**src/rtl/m_stage.sv**
```systemverilog
// MIPS memory stage: X/M pipeline register, branch resolution, req/ack data-memory access, WB bundle.
// Optional ack-wait watchdog enabled by defining MEM_TIMEOUT_EN.
module m_stage #(
  parameter int unsigned ADDR_W  = 10,
  parameter int unsigned TIMEOUT = 64
) (
  input  logic              clk,
  input  logic              rst_n,
  input  logic              in_valid,
  output logic              in_ready,
  input  logic [31:0]       alu,
  input  logic [31:0]       rt,
  input  logic [4:0]        dst_addr,
  input  logic              zero,
  input  logic [31:0]       pc_branch,
  input  logic              branch,
  input  logic              mem_read,
  input  logic              mem_write,
  input  logic              mem_to_reg,
  input  logic              reg_write,
  output logic              mem_req,
  output logic              mem_we,
  output logic [ADDR_W-1:0] mem_addr,
  output logic [31:0]       mem_wdata,
  input  logic              mem_ack,
  input  logic [31:0]       mem_rdata,
  output logic              pcsrc,
  output logic [31:0]       branch_target,
  output logic              wb_valid,
  output logic              wb_reg_write,
  output logic [4:0]        wb_dst_addr,
  output logic [31:0]       wb_data,
  output logic              mem_err
);

  typedef enum logic [1:0] {S_IDLE, S_ACCESS, S_RESP} state_t;

  state_t r_state, w_state_nxt;

  logic [31:0]       r_alu;
  logic [4:0]        r_dst;
  logic              r_m2r, r_rw, r_store;
  logic              r_req, r_we;
  logic [ADDR_W-1:0] r_addr;
  logic [31:0]       r_wdata;
  logic              r_pcsrc;
  logic [31:0]       r_target;
  logic              r_wb_valid, r_wb_rw;
  logic [4:0]        r_wb_dst;
  logic [31:0]       r_wb_data;
  logic              r_err;

  logic w_accept, w_memop, w_ack, w_timeout, w_unused_bits;

  assign w_accept = (r_state == S_IDLE) && in_valid;
  assign w_memop  = mem_read | mem_write;
  assign w_ack    = (r_state == S_ACCESS) && mem_ack;

`ifdef MEM_TIMEOUT_EN
  localparam int unsigned CNT_W = $clog2(TIMEOUT + 1);
  logic [CNT_W-1:0] r_cnt;

  // Counter sits at zero outside ACCESS, so it restarts for every access.
  always_ff @(posedge clk) begin
    if (!rst_n || r_state != S_ACCESS) r_cnt <= '0;
    else                               r_cnt <= r_cnt + 1'b1;
  end

  assign w_timeout     = (r_state == S_ACCESS) && !mem_ack && (r_cnt == CNT_W'(TIMEOUT - 1));
  assign w_unused_bits = ^alu[31:ADDR_W];
`else
  assign w_timeout     = 1'b0;
  assign w_unused_bits = ^{alu[31:ADDR_W], (TIMEOUT != 0)};
`endif

  always_ff @(posedge clk) begin
    if (!rst_n) r_state <= S_IDLE;
    else        r_state <= w_state_nxt;
  end

  always_comb begin
    w_state_nxt = r_state;
    unique case (r_state)
      S_IDLE:   if (in_valid && w_memop)    w_state_nxt = S_ACCESS;
      S_ACCESS: if (mem_ack || w_timeout)   w_state_nxt = S_RESP;
      S_RESP:                               w_state_nxt = S_IDLE;
      default:                              w_state_nxt = S_IDLE;
    endcase
  end

  // WB bundle is registered on the accept/ack edge so it is visible during the following cycle.
  always_ff @(posedge clk) begin
    if (!rst_n) begin
      r_alu <= '0; r_dst <= '0; r_m2r <= 1'b0; r_rw <= 1'b0; r_store <= 1'b0;
      r_req <= 1'b0; r_we <= 1'b0; r_addr <= '0; r_wdata <= '0;
      r_pcsrc <= 1'b0; r_target <= '0;
      r_wb_valid <= 1'b0; r_wb_rw <= 1'b0; r_wb_dst <= '0; r_wb_data <= '0;
      r_err <= 1'b0;
    end else begin
      r_pcsrc    <= 1'b0;
      r_wb_valid <= 1'b0;
      if (w_accept) begin
        r_alu    <= alu;
        r_dst    <= dst_addr;
        r_m2r    <= mem_to_reg;
        r_rw     <= reg_write;
        r_store  <= mem_write;
        r_pcsrc  <= branch & zero;
        r_target <= pc_branch;
        if (mem_read && mem_write) r_err <= 1'b1;
        if (w_memop) begin
          r_req   <= 1'b1;
          r_we    <= mem_write;
          r_addr  <= alu[ADDR_W-1:0];
          r_wdata <= rt;
        end else begin
          r_wb_valid <= 1'b1;
          r_wb_rw    <= reg_write;
          r_wb_dst   <= dst_addr;
          r_wb_data  <= alu;
        end
      end
      if (w_ack || w_timeout) begin
        r_req      <= 1'b0;
        r_wb_valid <= 1'b1;
        r_wb_dst   <= r_dst;
        if (w_ack) begin
          r_wb_rw   <= r_rw & ~r_store;
          r_wb_data <= r_m2r ? mem_rdata : r_alu;
        end else begin
          r_wb_rw   <= 1'b0;
          r_wb_data <= '0;
          r_err     <= 1'b1;
        end
      end
    end
  end

  assign in_ready      = (r_state == S_IDLE);
  assign mem_req       = r_req;
  assign mem_we        = r_we;
  assign mem_addr      = r_addr;
  assign mem_wdata     = r_wdata;
  assign pcsrc         = r_pcsrc;
  assign branch_target = r_target;
  assign wb_valid      = r_wb_valid;
  assign wb_reg_write  = r_wb_rw;
  assign wb_dst_addr   = r_wb_dst;
  assign wb_data       = r_wb_data;
  assign mem_err       = r_err;

endmodule

```
**config.mk**
```make
export PLATFORM = sky130hd
export DESIGN_NAME = m_stage
export DESIGN_NICKNAME = d
export VERILOG_FILES = /design/src/rtl/m_stage.sv
export SDC_FILE = /design/constraint.sdc
export NUM_CORES = 1
export LEC_CHECK = 0
export BUFFER_PORTS_ARGS = -buffer_cell sky130_fd_sc_hd__clkbuf_2
export CELL_PAD_IN_SITES_DETAIL_PLACEMENT = 1
export CELL_PAD_IN_SITES_GLOBAL_PLACEMENT = 2
export CORE_UTILIZATION = 28
export CTS_BUF_LIST = sky130_fd_sc_hd__clkbuf_2
export CTS_CLUSTER_SIZE = 10
export DETAILED_ROUTE_END_ITERATION = 7
export MAX_ROUTING_LAYER = met4
export PLACE_DENSITY = 0.85
export SLEW_MARGIN = 10
export SYNTH_ARGS = -nofsm -noshare
export SYNTH_HDL_FRONTEND = slang
export SYNTH_SLANG_ARGS = --single-unit
```
**constraint.sdc**
```tcl
create_clock -name clk -period 1.65 [get_ports clk]
set_clock_uncertainty 0.1 [all_clocks]
set_input_delay 0.165 -clock clk [delete_from_list [all_inputs] [get_ports clk]]
set_output_delay 0.165 -clock clk [all_outputs]
set_load 0.005 [all_outputs]
```
==> impl_metrics.yaml, run 1 <==
run_status:
  status: "finished, violations left"
  violations: "DRC, setup timing"
global_routing:
  grt_max_degree: 126
  grt_overflow: 0
  grt_pass1_vias: 7268
  grt_pass1_wl_mm: 37.7
  track_usage_pct: 20.9
  antenna_found_initial: 1
critical_path:
  path_cells: "buf_6, buf_4, and3b_2, buf_12, clkbuf_16, mux2i_1, o2bb2ai_1"
  critPathBufInv: 4
  cp.arrival_ps: 2220
  worstSetupStartpoint: "r_state[1]"
  r2r-end: "wb_data[22]"
  r2r-start: "r_state[1]"
  path_depth: 7
  worst_setup_path_start_kind: "flip-flop"
  end_kind: "flip-flop"
  reg2reg_slack_ps: -30
  slowest_stage: "dfxtp_2"
  path_class: "flip-flop to flip-flop"
  crit_path_max_incr_delay_ps: 370
  crit_fanout: 11
  setup.worst_path.end: "wb_data[22]"
  cp.required_ps: 2180
  r2r_cells: 7
  path_delay_family: "buffers and inverters"
drt:
  vias: 6777
  final_antenna_net_count: 0
  routedWlPerCell_um: 17.2
  viasPerCell: 4.78
  drc: 32
  routed_wl_mm: 24.5
  dr.pass1.iters: 6
  drt_iter0_markers: 249
floorplan:
  start_util_pct: 28.9
  die_w_um: 153
  num_rows: 54
  ios: 261
  fp.dieH_um: 153
  core_area_um2: 22000
  die_area_um2: 23300
yosys:
  synth_compound_area_share_pct: 18.3
  synth.avg_cell_area_um2: 8.96
  postSynth.asyncResetShare_pct: 0
  synthXorXnorAreaFrac_pct: 0
  netlist_area_um2: 6360
  synthMuxAreaShare_pct: 11.6
  synth-seq-cells: 159
  synthDistinctLibCells: 30
  ys_seq_area_share_pct: 50.0
  synth_top_family_by_area: "compound AO/OA/AOI/OAI gates"
  synthAdderAreaFrac_pct: 0
  yosys.area_share.simple_pct: 14.0
  synth_edf_count: 0
  ys.flop_type: "dfxtp_1"
  synthCells: 710
  synthesis.nets: 853
  ys_warn_count: 0
pwr:
  combPwrFrac_pct: 21.7
  swShare_pct: 29.6
  power.total_mw: 8.12
  internal-power_mw: 5.71
  p_leak_nw: 4.38
  peakVddDrop_mv: 0.305
  p_clk_share_pct: 26.1
  power.switching_mw: 2.40
  powerDensity_nw_per_um2: 800
  p_seq_share_pct: 52.2
placed_design:
  io_buffers: 260
  hpwlAfterDp_mm: 13.8
  post_dp_cell_area_um2: 7990
  pre_cts_ws_ps: 55.6
  gp_congestion: 0.758
  place_inst: 1206
cts:
  clk_pin_slew_ps: 260
  cts_sinks: 159
  h-tree-depth: 4
  cts_made_buffers: 17
  clk_path_buf_depth: 2
  cts_root_buf: "clkbuf_2"
  cts_tree: "built"
  clk_latency_ps: 680
hold_path:
  min_from: "alu[19]"
  hp-class: "primary input to flip-flop"
timing:
  period_needed_ps: 1680
  fin_setup_tns_ps: -92.7
  relSlewSlack_pct: 60.1
  setup-violations-final: 6
  worst_pin_slew_ps: 598
  fmax_ghz: 0.594
  fin_hold_ws_ps: 110
  fin_crit_sh_pct: 102
  slew_violations: 0
  final-hold-violation-count: 0
  setup_slack_ps: -34.8
  rsz0062_at_grt: "yes"
finish:
  drive_gt1_share_pct: 35.4
  final_cell_count_no_fill: 1419
  syn_to_final_growth_pct: 59.6
  finish.utilization_pct: 46.1
  nFillCells: 2574
  final_nets: 1267
  final_cell_area_um2: 10200
run:
  maxCapViolCount: 0
[per-layer routing]
layer | share of wire, % | GRT usage [%] | vias to the layer above | wire (um)
met3 | 4.2 | 4.55 | 41 | 1030
li1 | - | - | 3300 | -
met2 | 51 | 35.7 | 211 | 12400
met5 | 0 | - | - | 0
met1 | 43 | 24.1 | 3225 | 10400
met4 | 2.3 | 7.17 | 0 | 560
[what timing repair did]
| action | 4_1_cts | 5_1_grt |
|---|---|---|
| resized for setup | 4 | 71 |
| gates cloned | 0 | 2 |
| setup endpoints to repair | 1 | 76 |
| hold buffers | 161 | 9 |
| pin swaps | 1 | 15 |
| endpoints found under the hold margin | 159 | 9 |
| setup buffers | 2 | 5 |
[power by group through the flow]
| stage | combinational [mW] | sequential (mW) | clock [mW] |
|---|---|---|---|
| 6_report | 1.76 | 4.23 | 2.12 |
| 3_5_place_dp | 1.35 | 4.30 | 0 |
| 3_3_place_gp | 1.33 | 4.29 | 0 |
| 2_1_floorplan | 0.720 | 4.29 | 0 |
| 5_1_grt | 1.92 | 4.27 | 2.38 |
| 4_1_cts | 1.66 | 4.22 | 2.23 |
[synth_stat cells (12+ instances only)]
master / n / area (um^2)
dfxtp_1: 159 / 3180
o21ai_0: 34 / 170
clkbuf_1: 18 / 67.6
o2bb2ai_1: 32 / 280
buf_2: 27 / 135
a21oi_1: 117 / 586
nor2_1: 12 / 45.0
mux2_2: 32 / 360
mux2i_1: 38 / 380
nand3_1: 43 / 215
nand2_1: 146 / 548
[cell type report]
| type | instances | area, um^2 | share of cell area, % |
|---|---|---|---|
| Sequential cell | 159 | 3220 | 31.7 |
| Clock inverter | 12 | 119 | 1.17 |
| Tap cell | 280 | 350 | 3.45 |
| Inverter | 3 | 13.8 | 0.136 |
| Clock buffer | 20 | 100 | 0.986 |
| Timing Repair Buffer | 459 | 3450 | 34.0 |
| Multi-Input combinational cell | 484 | 2890 | 28.4 |
| Antenna cell | 2 | 5.00 | 0.0493 |
[registers in the layout, summed over array words and instances (netlist names), 2 cells and up]
signal         cells
branch_target     32
mem_addr          10
mem_wdata         32
r_alu             32
r_dst              5
r_state            2
wb_data           32
wb_dst_addr        5
[worst min path at each step]
stage	to	slack, ps	depth (start not counted)
after floorplan	pcsrc	190	2
final	r_alu[19]	110	4
after global placement	branch_target[16]	290	3
after detailed placement	branch_target[4]	300	3
after CTS	mem_wdata[21]	0.07	4
after global routing	r_alu[19]	-2	4
[tightest hold or removal path: stages]
cell	delay, ps
dlygate4sd3_1	530
clkbuf_2	110
nand2_1	50
a21oi_1	50
[logic make-up (layout without fill, tap and decap cells)]
family	Yosys count	after routing
buf+inv	67	494
flops	159	159
simple gates	212	212
mux	70	70
other cells	0	2
compound gates	202	202
[cell usage in the layout (no fill, tap or decap), drive strengths merged, types with 4 or more instances in the layout]
| cell | count |
|---|---|
| o21ai | 45 |
| a221oi | 6 |
| dlygate4sd3 | 170 |
| inv | 4 |
| a21oi | 117 |
| clkbuf | 280 |
| nand3 | 43 |
| mux2i | 38 |
| nand2 | 146 |
| nor2 | 12 |
| clkinv | 8 |
| dfxtp | 159 |
| o2bb2ai | 32 |
| buf | 29 |
| mux2 | 32 |
(Power assumes the default switching activity.)
==> run 2: changes to the inputs <==
CORE_ASPECT_RATIO = 0.75   (was not set)
==> run 2 against run 1 <==
The run ends with setup timing left; setup slack better by 7.5 ps; worst hold slack worse by 7.8 ps; register-to-register slack hardly changed; critical endpoint is now wb_data[26]; highest routed layer unchanged.
==> impl_metrics.yaml, run 2 (synthesis gave the netlist of run 1 again) <==
cts:
  clk_path_buf_depth: 2
  cts_tree: "built"
  clk_pin_slew_ps: 270
  cts_root_buf: "clkbuf_2"
  h-tree-depth: 4
  cts_sinks: 159
  cts_made_buffers: 17
  clk_latency_ps: 700
floorplan:
  die_w_um: 176
  fp.dieH_um: 133
  die_area_um2: 23300
  core_area_um2: 22200
  num_rows: 47
  ios: 261
  start_util_pct: 28.7
finish:
  final_cell_area_um2: 10400
  syn_to_final_growth_pct: 63.8
  drive_gt1_share_pct: 35.7
  layout_commonest_cell: "clkbuf_2"
  multi_input_area_um2: 2910
  final_cell_count_no_fill: 1439
  nFillCells: 2608
  seq_area_um2: 3220
  final_cell_mix: "270 x clkbuf_2, 172 x dlygate4sd3_1, 145 x nand2_1"
  antennaDiodeCount: 0
  final_nets: 1276
placed_design:
  pre_cts_ws_ps: 59.6
  io_buffers: 260
  post_dp_cell_area_um2: 7980
  place_inst: 1221
  hpwlAfterDp_mm: 14.3
  gp_congestion: 0.735
critical_path:
  cp.required_ps: 2200
  crit_fanout: 11
  cp.arrival_ps: 2230
  end_kind: "flip-flop"
  path_class: "flip-flop to flip-flop"
  slowest_stage: "dfxtp_4"
  crit_path_max_incr_delay_ps: 410
  path_cells: "buf_6, and3b_2, buf_12, clkbuf_16, mux2i_1, o2bb2ai_1"
  r2r_cells: 6
  worst_setup_path_start_kind: "flip-flop"
global_routing:
  grt_pass1_wl_mm: 38.1
  track_usage_pct: 21.4
  grt_pass1_vias: 7043
  antenna_found_initial: 0
  grt_overflow: 0
  grt_max_degree: 104
pwr:
  combPwrFrac_pct: 21.5
  internal-power_mw: 6.08
  p_leak_nw: 4.49
  powerDensity_nw_per_um2: 825
  p_clk_share_pct: 29.2
  swShare_pct: 29.3
  peakVddDrop_mv: 0.370
  power.switching_mw: 2.52
  p_seq_share_pct: 49.3
run:
  maxCapViolCount: 0
timing:
  setup_slack_ps: -27.2
  worst_pin_slew_ps: 527
  slew_violations: 0
  rsz0062_at_grt: "yes"
  period_needed_ps: 1680
  final-hold-violation-count: 0
  fin_crit_sh_pct: 102
  setup-violations-final: 2
  fin_hold_ws_ps: 103
  fin_setup_tns_ps: -30.1
  relSlewSlack_pct: 64.8
  fmax_ghz: 0.596
drt:
  drt_iter0_markers: 268
  routed_wl_mm: 25.7
  drc: 0
  vias: 6849
  final_antenna_net_count: 0
  routedWlPerCell_um: 17.9
  dr.pass1.iters: 5
  viasPerCell: 4.76
run_status:
  violations: "setup timing"
  status: "finished, violations left"
hold_path:
  hp-class: "primary input to flip-flop"
  hold_depth: 4
[run 2: cell count changes in the layout (fill, tap and decap cells not counted), moves of 6 or more]
cell,change
o21ai_2,-6
o21ai_1,-16
o21ai_0,+21
buf_6,+6
clkbuf_2,-8
[run 2: critical path: cells and delay by family (launching register included)]
family | cells | cell delay, ps
buf+inv | 3 | 430
flops | 1 | 410
simple gates | 1 | 350
mux | 1 | 220
compound gates | 1 | 110
[run 2: cell type report]
| type | count | area share, % |
|---|---|---|
| clock buffers | 18 | 0.865 |
| clock inverters | 13 | 1.81 |
| inverters | 3 | 0.132 |
| multi-input cells | 484 | 27.9 |
| flip-flops and latches | 159 | 30.9 |
| well taps | 294 | 3.53 |
| repair buffers | 468 | 34.8 |
[run 2: worst paths after layout]
| path | startpoint | slack (ps) | endpoint |
|---|---|---|---|
| worst min register to register | branch_target[13] | 370 | branch_target[13] |
| worst max-delay path | r_state[1] | -30 | wb_data[26] |
| worst min-delay path | alu[11] | 100 | r_alu[11] |
| worst max register to register | r_state[1] | -30 | wb_data[26] |
[run 2: stage by stage]
step	power (mW)	util, %
2_1_floorplan	5.01	-
6_report	8.60	47.0
3_3_place_gp	5.61	36.0
3_5_place_dp	5.64	36.0
5_1_grt	9.03	47.0
4_1_cts	8.50	45.0
[run 2: power by group through the flow]
stage | clock (mW) | sequential, mW | combinational, mW
finish | 2.51 | 4.24 | 1.85
global route | 2.75 | 4.27 | 2.01
CTS | 2.61 | 4.23 | 1.67
detailed placement | 0 | 4.30 | 1.34
global placement | 0 | 4.29 | 1.32
floorplan | 0 | 4.29 | 0.720
[run 2: routing by layer]
layer	GRT usage, %	wire [um]	vias up
li1	-	-	3316
met3	4.97	1430	22
met5	-	0	-
met1	25.3	11300	3312
met4	5.22	348	0
met2	36.6	12700	199
[run 2: timing repair]
item / 4_1_cts / 5_1_grt
gates resized for setup: 10 / 62
hold buffers: 168 / 5
cloned: 0 / 6
buffers inserted: 1 / 8
endpoints found under the setup margin: 4 / 109
pin swaps: 1 / 15
hold endpoints to repair: 159 / 5
==> run 3: changes to the inputs <==
BUFFER_PORTS_ARGS = not set   (was -buffer_cell sky130_fd_sc_hd__clkbuf_2)
CORE_UTILIZATION = 35   (was 28)
DONT_BUFFER_PORTS = 1   (was not set)
PLACE_DENSITY = 0.81   (was 0.85)
SETUP_SLACK_MARGIN = 0.5   (was not set)
==> run 3 against run 2 <==
The run now fails in clock tree synthesis; area after synthesis is the same; synthesized cell count is the same.
==> impl_metrics.yaml, run 3 <==
run_status:
  status: "stopped before the end"
  failed_stage: "clock tree synthesis"
  error_line: "[ERROR RSZ-0060] Max buffer count reached."
floorplan:
  ios: 261
  fp.dieH_um: 119
  start_util_pct: 35.9
  num_rows: 42
  die_w_um: 158
yosys:
  synth_top_area_share_pct: 50.0
  synthDistinctLibCells: 30
  netlist_top_cells_count: "159 x dfxtp_1, 146 x nand2_1, 117 x a21oi_1"
  ys_warn_count: 0
  ys_top_cells_by_area: "dfxtp_1 50%, a21oi_1 9.2%, nand2_1 8.6%, mux2i_1 6.0%, mux2_2 5.7%"
  ys.flop_type: "dfxtp_1"
  synth-seq-cells: 159
  synth_largest_area_cell: "dfxtp_1"
  synthesis.nets: 853
  yosysMostFrequentCell: "dfxtp_1"
  netlist_area_um2: 6360
  synth_edf_count: 0
  synth.avg_cell_area_um2: 8.96
  synthCells: 710
  ys_seq_area_share_pct: 50.0
  postSynth.asyncResetShare_pct: 0
cts:
  cts_resized: 59
  cts_sinks: 159
  cts_root_buf: "clkbuf_2"
  ctsHoldBuffers: 190
  h-tree-depth: 4
  cts_made_buffers: 17
  clk_path_buf_depth: 2
  cts_setup_buffers: 3
placed_design:
  io_buffers: 0
  place_inst: 907
  hpwlAfterDp_mm: 13.0
  gp_congestion: 0.735
## run 3: stage by stage
stage          hold slack (ps)  setup WS [ps]  instance area (um^2)  utilization (%)
2_1_floorplan              191            154                  6410                -
3_3_place_gp               202           92.6                  6620             37.4
3_5_place_dp               209           76.8                  6620             37.4
## run 3: kinds of logic after synthesis
family                 after synthesis  share of synthesized area, %
AND/OR/NAND/NOR                    212                          14.0
flip-flops                         159                          50.0
multiplexers                        70                          11.6
AO/OA/AOI/OAI                      202                          18.3
buffers and inverters               67                          5.96
==> run 4: changes to the inputs <==
CELL_PAD_IN_SITES_DETAIL_PLACEMENT = not set   (was 1)
CELL_PAD_IN_SITES_GLOBAL_PLACEMENT = not set   (was 2)
CORE_ASPECT_RATIO = not set   (was 0.75)
CORE_UTILIZATION = 20   (was 35)
CTS_BUF_LIST = not set   (was sky130_fd_sc_hd__clkbuf_2)
CTS_CLUSTER_SIZE = not set   (was 10)
MAX_ROUTING_LAYER = not set   (was met4)
PLACE_DENSITY = not set   (was 0.81)
PLACE_DENSITY_LB_ADDON = 0.15   (was not set)
SETUP_SLACK_MARGIN = not set   (was 0.5)
==> run 4 against run 3 <==
The run now ends clean.
==> impl_metrics.yaml, run 4 (synthesis gave the netlist of run 1 again) <==
run_status:
  status: "completed"
timing:
  fin_crit_sh_pct: 94.4
  final-hold-violation-count: 0
  slew_violations: 0
  rsz0062_at_grt: "yes"
  relSlewSlack_pct: 74.0
  worst_pin_slew_ps: 390
  fin_setup_tns_ps: 0
  period_needed_ps: 1560
  setup-violations-final: 0
  setup_slack_ps: 92.3
  fmax_ghz: 0.642
pwr:
  swShare_pct: 26.9
  power.total_mw: 9.35
  peakVddDrop_mv: 0.626
  combPwrFrac_pct: 13.2
  internal-power_mw: 6.84
  power.switching_mw: 2.52
  p_seq_share_pct: 45.8
  powerDensity_nw_per_um2: 1060
  p_clk_share_pct: 41.0
  p_leak_nw: 3.17
run:
  maxCapViolCount: 0
critical_path:
  setup.worst_path.end: "wb_dst_addr[3]"
  cp.arrival_ps: 1750
  end_kind: "flip-flop"
  path_delay_family: "compound AO/OA/AOI/OAI gates"
  worstSetupStartpoint: "r_state[1]"
  slowest_stage: "or3b_4"
  reg2reg_slack_ps: 90
  path_class: "flip-flop to flip-flop"
  cp.required_ps: 1840
  r2r-end: "wb_dst_addr[3]"
  worst_setup_path_start_kind: "flip-flop"
  critPathBufInv: 0
  crit_path_max_incr_delay_ps: 470
  path_depth: 3
  r2r-start: "r_state[1]"
  path_cells: "or3b_4, o21ai_2, a221oi_1"
  r2r_cells: 3
  crit_fanout: 8
floorplan:
  ios: 261
  start_util_pct: 20.6
  num_rows: 64
  core_area_um2: 30900
  die_area_um2: 32500
  die_w_um: 180
  fp.dieH_um: 180
drt:
  drc: 0
  routed_wl_mm: 22.1
  final_antenna_net_count: 0
  drt_iter0_markers: 272
  route.met2.wl_mm: 10.4
  routedWlPerCell_um: 17.9
  viasPerCell: 4.44
  wl_met3_mm: 1.44
  top_layer: "met4"
  met1_length_mm: 9.82
  vias: 5500
  dr.pass1.iters: 4
placed_design:
  post_dp_cell_area_um2: 6870
  gp_congestion: 0.695
  hpwlAfterDp_mm: 14.1
  io_buffers: 0
  pre_cts_ws_ps: 60.2
global_routing:
  grt_pass1_vias: 5493
  grt_pass1_wl_mm: 33.5
  grt_max_degree: 78
  antenna_found_initial: 1
  track_usage_pct: 13.5
  grt_overflow: 0
cts:
  cts_setup_buffers: 0
  clk_latency_ps: 430
  cts_sinks: 159
  h-tree-depth: 4
  clk_path_buf_depth: 2
  clk_pin_slew_ps: 70
  cts_root_buf: "clkbuf_16"
  cts_made_buffers: 17
  cts_tree: "built"
finish:
  final_cell_mix: "157 x dfxtp_1, 146 x nand2_1, 140 x dlygate4sd3_1"
  drive_gt1_share_pct: 11.6
  syn_to_final_growth_pct: 38.7
  final_nets: 974
  layout_commonest_cell: "dfxtp_1"
  final_cell_area_um2: 8820
hold_path:
  hp-class: "primary input to flip-flop"
## run 4: how the worst min path moves through the flow
| stage | from | cells past startpoint | slack (ps) | to |
|---|---|---|---|---|
| finish | mem_read | 3 | 30 | r_state[0] |
| floorplan | rst_n | 2 | 190 | pcsrc |
| CTS | mem_read | 3 | 3 | r_state[0] |
| detailed placement | rst_n | 2 | 210 | pcsrc |
| global route | mem_read | 3 | 40 | r_state[0] |
| global placement | rst_n | 2 | 200 | pcsrc |
## run 4: per-stage QoR
stage	hold WS, ps	std cells	util, %
floorplan	191	710	-
global placement	200	1068	22.2
detailed placement	206	1068	22.2
CTS	2.79	1238	28.5
global route	41.9	1238	28.5
finish	29.6	1239	28.5
## run 4: final cells by class
cell class | instances | area [um^2]
well taps | 396 | 495
clock inverters | 9 | 87.6
flip-flops and latches | 159 | 3190
diodes | 1 | 2.50
clock buffers | 21 | 460
inverters | 3 | 13.8
fillers | 3304 | 22100
multi-input cells | 484 | 2830
repair buffers | 166 | 1750
## run 4: worst register-to-register path, delay by kind of cell, from the launching register on
kind | cells | cell delay [ps]
DFF | 1 | 380
and+or+nand+nor | 1 | 470
AOI/OAI and AO/OA | 2 | 480
## run 4: power groups by stage
stage	clock, mW	sequential, mW	combinational, mW
global placement	0	4.37	0.943
finish	3.84	4.28	1.24
detailed placement	0	4.37	0.950
CTS	4.02	4.29	1.25
floorplan	0	4.29	0.720
global route	4.22	4.31	1.36
## run 4: layer usage
| metal | track usage [%] | vias up |
|---|---|---|
| li1 | - | 2710 |
| met1 | 16.8 | 2592 |
| met2 | 21.6 | 177 |
| met3 | 4.41 | 21 |
| met4 | 5.26 | 0 |
| met5 | 0 | - |
## run 4: repair_timing
item                                    CTS  global route
gates resized for setup                   0             4
hold endpoints to repair                157             0
hold buffers                            140             0
endpoints found under the setup margin    0             8
